## src/rtl/button_event_pkg.sv

```systemverilog
// Shared board UI package: button FSM encodings and event bundle.
// Later UI blocks import the same state constants.
package button_event_pkg;

  localparam logic [1:0] ST_IDLE  = 2'd0;
  localparam logic [1:0] ST_PRESS = 2'd1;
  localparam logic [1:0] ST_LONG  = 2'd2;

  typedef struct packed {
    logic press;
    logic rls;
    logic long_p;
    logic rpt;
  } btn_evt_t;

endpackage

```

## src/rtl/button_event_if.sv

```systemverilog
// Button level in, registered event strobes and held level out.
// master = event generator, slave = button source / event consumer.
interface button_event_if;

  logic btn_level;
  logic press_pulse;
  logic release_pulse;
  logic long_press;
  logic repeat_pulse;
  logic held;

  modport master (
    input  btn_level,
    output press_pulse,
    output release_pulse,
    output long_press,
    output repeat_pulse,
    output held
  );

  modport slave (
    output btn_level,
    input  press_pulse,
    input  release_pulse,
    input  long_press,
    input  repeat_pulse,
    input  held
  );

endinterface

```

## src/rtl/button_event.sv

```systemverilog
// Press / release / long-press / auto-repeat event generator
// fed by a debounced, synchronous button level.
module button_event
  import button_event_pkg::*;
#(
  parameter bit          ACTIVE_LOW    = 1'b1,
  parameter int unsigned LONG_CYCLES   = 12_000_000,
  parameter int unsigned REPEAT_CYCLES = 3_000_000,
  parameter int unsigned CNT_W         = 24
) (
  input  logic           sys_clock,
  input  logic           reset,
  button_event_if.master bus
);

  localparam logic [CNT_W-1:0] LONG_TC =
    CNT_W'(LONG_CYCLES - 1);
  localparam logic [CNT_W-1:0] RPT_TC =
    CNT_W'(REPEAT_CYCLES - 1);

  logic             active;
  logic             prev_q, prev_d;
  logic             armed_q, armed_d;
  logic             held_q, held_d;
  logic [1:0]       state_q, state_d;
  logic [CNT_W-1:0] cnt_q, cnt_d;
  btn_evt_t         evt_q, evt_d;

  assign active = bus.btn_level ^ ACTIVE_LOW;

  always_comb begin
    state_d = state_q;
    cnt_d   = cnt_q;
    held_d  = held_q;
    evt_d   = '0;
    prev_d  = active;
    armed_d = 1'b1;
    // The first edge after reset only captures prev.
    if (armed_q) begin
      unique case (state_q)
        ST_IDLE: begin
          if (active && !prev_q) begin
            evt_d.press = 1'b1;
            held_d      = 1'b1;
            cnt_d       = '0;
            state_d     = ST_PRESS;
          end
        end
        ST_PRESS, ST_LONG: begin
          if (!active) begin
            evt_d.rls = 1'b1;
            held_d    = 1'b0;
            cnt_d     = '0;
            state_d   = ST_IDLE;
          end else if (state_q == ST_PRESS) begin
            if (cnt_q == LONG_TC) begin
              evt_d.long_p = 1'b1;
              cnt_d        = '0;
              state_d      = ST_LONG;
            end else begin
              cnt_d = cnt_q + CNT_W'(1);
            end
          end else begin
            if (cnt_q == RPT_TC) begin
              evt_d.rpt = 1'b1;
              cnt_d     = '0;
            end else begin
              cnt_d = cnt_q + CNT_W'(1);
            end
          end
        end
        default: begin
          held_d  = 1'b0;
          cnt_d   = '0;
          state_d = ST_IDLE;
        end
      endcase
    end
  end

  always_ff @(posedge sys_clock or posedge reset) begin
    if (reset) begin
      state_q <= ST_IDLE;
      cnt_q   <= '0;
      prev_q  <= 1'b0;
      armed_q <= 1'b0;
      held_q  <= 1'b0;
      evt_q   <= '0;
    end else begin
      state_q <= state_d;
      cnt_q   <= cnt_d;
      prev_q  <= prev_d;
      armed_q <= armed_d;
      held_q  <= held_d;
      evt_q   <= evt_d;
    end
  end

  assign bus.press_pulse   = evt_q.press;
  assign bus.release_pulse = evt_q.rls;
  assign bus.long_press    = evt_q.long_p;
  assign bus.repeat_pulse  = evt_q.rpt;
  assign bus.held          = held_q;

endmodule
```

## src/flat_wrapper.sv

```systemverilog
// flat-port wrapper written by rule: the top's interface ports become plain ports
module button_event_flat import button_event_pkg::*;
#(
  parameter bit          ACTIVE_LOW    = 1'b1,
  parameter int unsigned LONG_CYCLES   = 12_000_000,
  parameter int unsigned REPEAT_CYCLES = 3_000_000,
  parameter int unsigned CNT_W         = 24
)
  (sys_clock, reset, bus_btn_level, bus_press_pulse, bus_release_pulse, bus_long_press, bus_repeat_pulse, bus_held);
  button_event_if bus_i ();
  input  logic sys_clock;
  input  logic reset;
  input wire logic [$bits(bus_i.btn_level)-1:0] bus_btn_level;
  output wire logic [$bits(bus_i.press_pulse)-1:0] bus_press_pulse;
  output wire logic [$bits(bus_i.release_pulse)-1:0] bus_release_pulse;
  output wire logic [$bits(bus_i.long_press)-1:0] bus_long_press;
  output wire logic [$bits(bus_i.repeat_pulse)-1:0] bus_repeat_pulse;
  output wire logic [$bits(bus_i.held)-1:0] bus_held;
  assign bus_i.btn_level = bus_btn_level;
  assign bus_press_pulse = bus_i.press_pulse;
  assign bus_release_pulse = bus_i.release_pulse;
  assign bus_long_press = bus_i.long_press;
  assign bus_repeat_pulse = bus_i.repeat_pulse;
  assign bus_held = bus_i.held;
  button_event #(.ACTIVE_LOW(ACTIVE_LOW), .LONG_CYCLES(LONG_CYCLES), .REPEAT_CYCLES(REPEAT_CYCLES), .CNT_W(CNT_W)) u_core (.sys_clock(sys_clock), .reset(reset), .bus(bus_i));
endmodule
```

## config.mk

```make
export PLATFORM = sky130hd
export DESIGN_NAME = button_event_flat
export DESIGN_NICKNAME = d
export VERILOG_FILES = /design/src/rtl/button_event_pkg.sv /design/src/rtl/button_event_if.sv /design/src/rtl/button_event.sv /design/src/flat_wrapper.sv
export SDC_FILE = /design/constraint.sdc
export NUM_CORES = 1
export LEC_CHECK = 0
export CAP_MARGIN = 15
export CELL_PAD_IN_SITES_DETAIL_PLACEMENT = 0
export CELL_PAD_IN_SITES_GLOBAL_PLACEMENT = 1
export CORE_AREA = 2 2 67 69
export CTS_CLUSTER_SIZE = 24
export DETAILED_ROUTE_END_ITERATION = 7
export DIE_AREA = 0 0 69 71
export PLACE_DENSITY_LB_ADDON = 0.2
export SLEW_MARGIN = 20
export SYNTH_ARGS = -nofsm -noshare
export SYNTH_HDL_FRONTEND = slang
export SYNTH_SLANG_ARGS = --single-unit
```

## constraint.sdc

```tcl
create_clock -name sys_clock -period 3.9 [get_ports sys_clock]
set_input_delay 0.585 -clock sys_clock [delete_from_list [all_inputs] [get_ports sys_clock]]
set_output_delay 0.585 -clock sys_clock [all_outputs]
set_load 0.005 [all_outputs]
```

Word-level counts from Yosys, hierarchy flattened

Cells that the tools add are included.

Input bits: 3
Flip-flop bits (word level): 33
Output and inout port bits: 5
Word-level logic and storage cells: 50

Bitwise logic cells: 1
$add $sub $neg: 1
Muxes and demuxes: 24
Equal/unequal tests: 8
Reductions and logical operators: 7

Operators by type and width:

| operator                | number |
|---|---|
| $mux W24                | 5 |
| $pmux W24 S2            | 1 |
| $add A24 B1 Y24 const B | 1 |
| $eq A24 B22 Y1 const B  | 1 |
| $eq A24 B24 Y1 const B  | 1 |
| $mux W2                 | 5 |
| $mux W1                 | 9 |
| $ne A3 B2 Y1 const B    | 2 |
| $mux W4                 | 1 |
| $pmux W2 S2             | 1 |
| $reduce_and A4 Y1       | 1 |
| $mux W3                 | 1 |
| $reduce_and A3 Y1       | 1 |
| $eq A2 B1 Y1 const B    | 1 |
| $eq A2 B2 Y1 const B    | 1 |
| $logic_not A2 Y1        | 1 |
| $ne A2 B1 Y1 const B    | 1 |
| $ne A2 B2 Y1 const B    | 1 |
| $pmux W1 S2             | 1 |
| $reduce_and A2 Y1       | 1 |
| $reduce_or A2 Y1        | 1 |
| $logic_and A1 B1 Y1     | 1 |
| $logic_not A1 Y1        | 1 |
| $not A1 Y1              | 1 |

Depth between registers and ports, before layout

Depth in word-level cells: 6
Mapped depth: 8
Depth with buffers taken out: 7

Worst setup path before layout

Ideal clock, no wire load.

Path kind: register to register
Start point: register u_core.cnt_q[0]
End point: register u_core.cnt_q[12]
Buffers on the path: 1
Data arrival time: 1,835 ps
Stages on the path, launching flop included: 8
Library setup time: 119 ps
Required time: 3,781 ps
Period minus slack after synthesis: 1,954 ps
Path slack: 1,946 ps
Cells stage by stage: dfrtp_1 -> ha_1 -> nand3_2 -> or4_4 -> nand4b_4 -> a21oi_4 -> buf_6 -> nor2_1

Word-level cells in the longest chain between the ends: 5
Elaborated cells between the ends (all ways): 8
Classes of those cells: 1 x add/sub; 2 x eq/ne; 5 x mux

RTL lines:

| item                                          | RTL line                               | RTL |
|---|---|---|
| start: declaration                            | button_event.sv:26                     | `logic [CNT_W-1:0] cnt_q, cnt_d;` |
| start signal: assignment                      | button_event.sv:91                     | `cnt_q <= cnt_d;` |
| $add A24 B1 Y24, or another cell as far along | button_event.sv:61, button_event.sv:68 |  |
| $mux W24, on equally long branches            | button_event.sv:64, button_event.sv:56 |  |
| $mux W24 (*)                                  | button_event.sv:55                     | `end else if (state_q == ST_PRESS) begin` |
| $mux W24 (*)                                  | button_event.sv:50                     | `if (!active) begin` |
| $pmux W24 S2 (*)                              | button_event.sv:40                     | `unique case (state_q)` |

Mark *: on every way between the ends. The rest lies on a longest branch, timed or not.
A chain may end at the register's enable or synchronous reset.

Worst setup path after layout

Start point: input bus_btn_level
End point: register u_core.cnt_q[21]

Word-level cells in the longest chain between the ends: 4
Elaborated cells between the ends (all ways): 6
Classes of those cells: 1 x eq/ne; 2 x mux; 1 x bitwise; 2 x reduce/logical

RTL lines:

| item                               | RTL line           | RTL |
|---|---|---|
| start: declaration                 | flat_wrapper.sv:13 | `input wire logic [$bits(bus_i.btn_level)-1:0] bus_btn_level;` |
| $not A1 Y1 (no source line)        | --                 |  |
| $logic_and A1 B1 Y1                | button_event.sv:42 | `if (active && !prev_q) begin` |
| $ne A2 B1 Y1 (no source line)      | --                 |  |
| $reduce_and A2 Y1 (no source line) | --                 |  |

Several ways; a longest one is shown, not always the timed one.

==> impl_metrics.toml <==
[run_status]
status = "completed"

[worst_hold_path]
hp-start = "u_core.state_q[1]"
hold_path.class = "reg2reg"

[worst_setup_path]
crit_start = "bus_btn_level"
cpMaxStageDelayCell = "nor4_2"
crit_required_ns = 4.05
cp_slowest_stage_delay_ns = 0.71
cp_max_fo = 8
criticalPathCategory = "in2reg"
cp-start-kind = "input pin"
path_delay_family = "simple AND/OR/NAND/NOR gates"
path_buf_inv = 1
r2r-start = "u_core.cnt_q[0]"
crit_chain = "clkdlybuf4s50_1 > o21a_1 > nor4_2 > nand4_1 > xor2_1 > nor2_1"
cp.arrival_ns = 2.52
cp-end-kind = "register"

[sta]
tightest_slew_ns = 0.788
setup_viol = 0
period_needed_ns = 2.37
post-route-period-util_pct = 60.6
skew_ns = 0.00354
fmax_mhz = 423
rsz0062_at_grt = "false"
finalHoldViolCount = 0
relSlewSlack_pct = 47.0
tns_ns = 0
drv_slew = 0

[grt]
grt_overflow = 0
track_usage_pct = 17.5
met2_usage_pct = 26.2
grt_max_degree = 34
use_met1_pct = 24.5
antenna_found_initial = 0
grt_pass1_vias = 1369
grt_pass1_wl_um = 6830
use_met3_pct = 3.99
grt.busiest_layer = "met2"

[finish]
fillers = 425
n_antenna_cell = 0
drive_gt1_share_pct = 8.04
final_cell_mix = "dfrtp_1, nor2_1, nand2_1, nand3_1, xor2_1"
final_common_cell = "dfrtp_1"
nNetsFinal = 206
finalNonFillerCells = 251
area_delta_synth_final_pct = 12.2

[clock_network]
clock_sinks = 33
cts_root_buf = "clkbuf_8"
holdBufCountCts = 0
cts_tree = "built"
clk_path_buf_depth = 2
clock_latency_ns = 0.28
cts_resized = 0
cts_made_buffers = 5
post-cts-setup-buffers = 0
cts_max_level = 2
clk_pin_slew_ns = 0.07

[logic_synthesis]
syn-cell-area_um2 = 1790
synthCells = 185
yosys-top-cells-area = "dfrtp_1, nor2_1, xor2_1"
synth_flop_cell = "dfrtp_1"
async_flop_share_pct = 100
ys_ff_latch = 33
synth_nets = 192
ys_warn_count = 0
synth_edf_count = 0
synth_area_leader_cell = "dfrtp_1"
synth-seq-area-share_pct = 46.1
synthDistinctLibCells = 43
yosysTopAreaCellShare_pct = 46.1
synth.avg_cell_area_um2 = 9.68

[detailed_routing]
drt_iter0_markers = 100
drt_first_pass_iters = 4
drt-wirelength-per-cell_um = 15.5
vias = 1406
ant_nets = 0
routed_wl_um = 3880
vias_per_cell = 5.60
drc = 0

[power_and_ir_drop]
p_leak_nw = 0.854
power.density_nw_per_um2 = 390
switching_share_pct = 29.1
p_comb_share_pct = 18.5
p_int_uw = 555
power.switching_uw = 228
power_frac_clock_pct = 33.3
peakVddDrop_mv = 0.166
pwr-share-seq_pct = 48.2

[placed_design]
port_buffers = 7
dp.cells = 244
gp_congestion = 0.894
post-dp-hpwl_um = 2760

[die]
placementRows = 24
num_io_pins = 8
core_um2 = 4200
initial_core_util_pct = 42.6
die_x_um = 69
die_area_um2 = 4900
die_h_um = 71

[run]
cap_viol_max_count = 0
==> synthesized netlist by cell type, drive strengths merged (2+ instances only) <==
cell    count
a21o        2
a22o        2
a31oi       2
and3        4
and4        2
dfrtp      33
ha          4
inv         8
nand2      18
nand3      14
nand3b      2
nand4       6
nand4b      2
nor2       30
nor3        6
nor4        3
nor4b       3
nor4bb      3
o21ai       8
or4         2
xnor2       8
xor2        9
==> metrics by stage <==
step                      cell area, µm²  power, mW  hold WS, ns  worst slack [ns]  util [%]
after floorplan                     1790      0.483        0.476              1.95         -
after global placement              1920      0.525        0.492              1.27      45.7
after detailed placement            1920      0.529        0.498              1.25      45.7
after CTS                           2010      0.791        0.513              1.55      47.8
after global routing                2010      0.830        0.531              1.39      47.8
final                               2010      0.783        0.511              1.53      47.8
==> flip-flops by register name, summed over array words and instances, names as in the netlist <==
name and cells:
u_core.armed_q 1, u_core.bus.held 1, u_core.bus.long_press 1, u_core.bus.press_pulse 1, u_core.bus.release_pulse 1, u_core.bus.repeat_pulse 1
u_core.cnt_q 24, u_core.prev_q 1, u_core.state_q 2
==> cell type report <==
type / instances / area [µm²] / share of cell area (%)
inverters: 8 / 30.0 / 1.49
multi-input cells: 143 / 925 / 46.0
repair buffers: 8 / 77.6 / 3.86
clock buffers: 7 / 86.3 / 4.30
well taps: 52 / 65.1 / 3.24
flip-flops and latches: 33 / 826 / 41.1
==> power groups by stage <==
stage / logic [mW] / clock network, mW / registers [mW]
after floorplan: 0.102 / 0 / 0.381
after global placement: 0.142 / 0 / 0.383
after detailed placement: 0.145 / 0 / 0.384
after CTS: 0.146 / 0.267 / 0.378
after global routing: 0.165 / 0.284 / 0.381
final: 0.145 / 0.261 / 0.378
==> metal layers <==
layer | up-vias | routed length, µm | part of all wire, %
li1 | 678 | - | -
met1 | 662 | 1850 | 48
met2 | 54 | 1740 | 45
met3 | 12 | 212 | 5.5
met4 | 0 | 82 | 2.1
met5 | - | 0 | 0
==> final timing paths <==
check                                     to  slack (ns)  cells after the start
min                        u_core.state_q[1]        0.51                      1
max                         u_core.cnt_q[21]        1.53                      6
min reg2reg                u_core.state_q[1]        0.51                      1
max in group asynchronous   u_core.cnt_q[15]        2.92                      3
max reg2reg                 u_core.cnt_q[11]        1.67                      6
min in group asynchronous    u_core.cnt_q[0]        0.68                      3
==> kinds of logic after synthesis <==
family / count (synthesis) / synth area share [%]
AO/OA/AOI/OAI: 19 / 7.75
XOR/XNOR: 17 / 8.31
adder cells (fa/ha/maj): 4 / 2.79
buffers and inverters: 9 / 2.30
flip-flops: 33 / 46.1
other: 1 / 0.209
AND/OR/NAND/NOR: 102 / 32.5
Power figures use the tool's default switching activity.
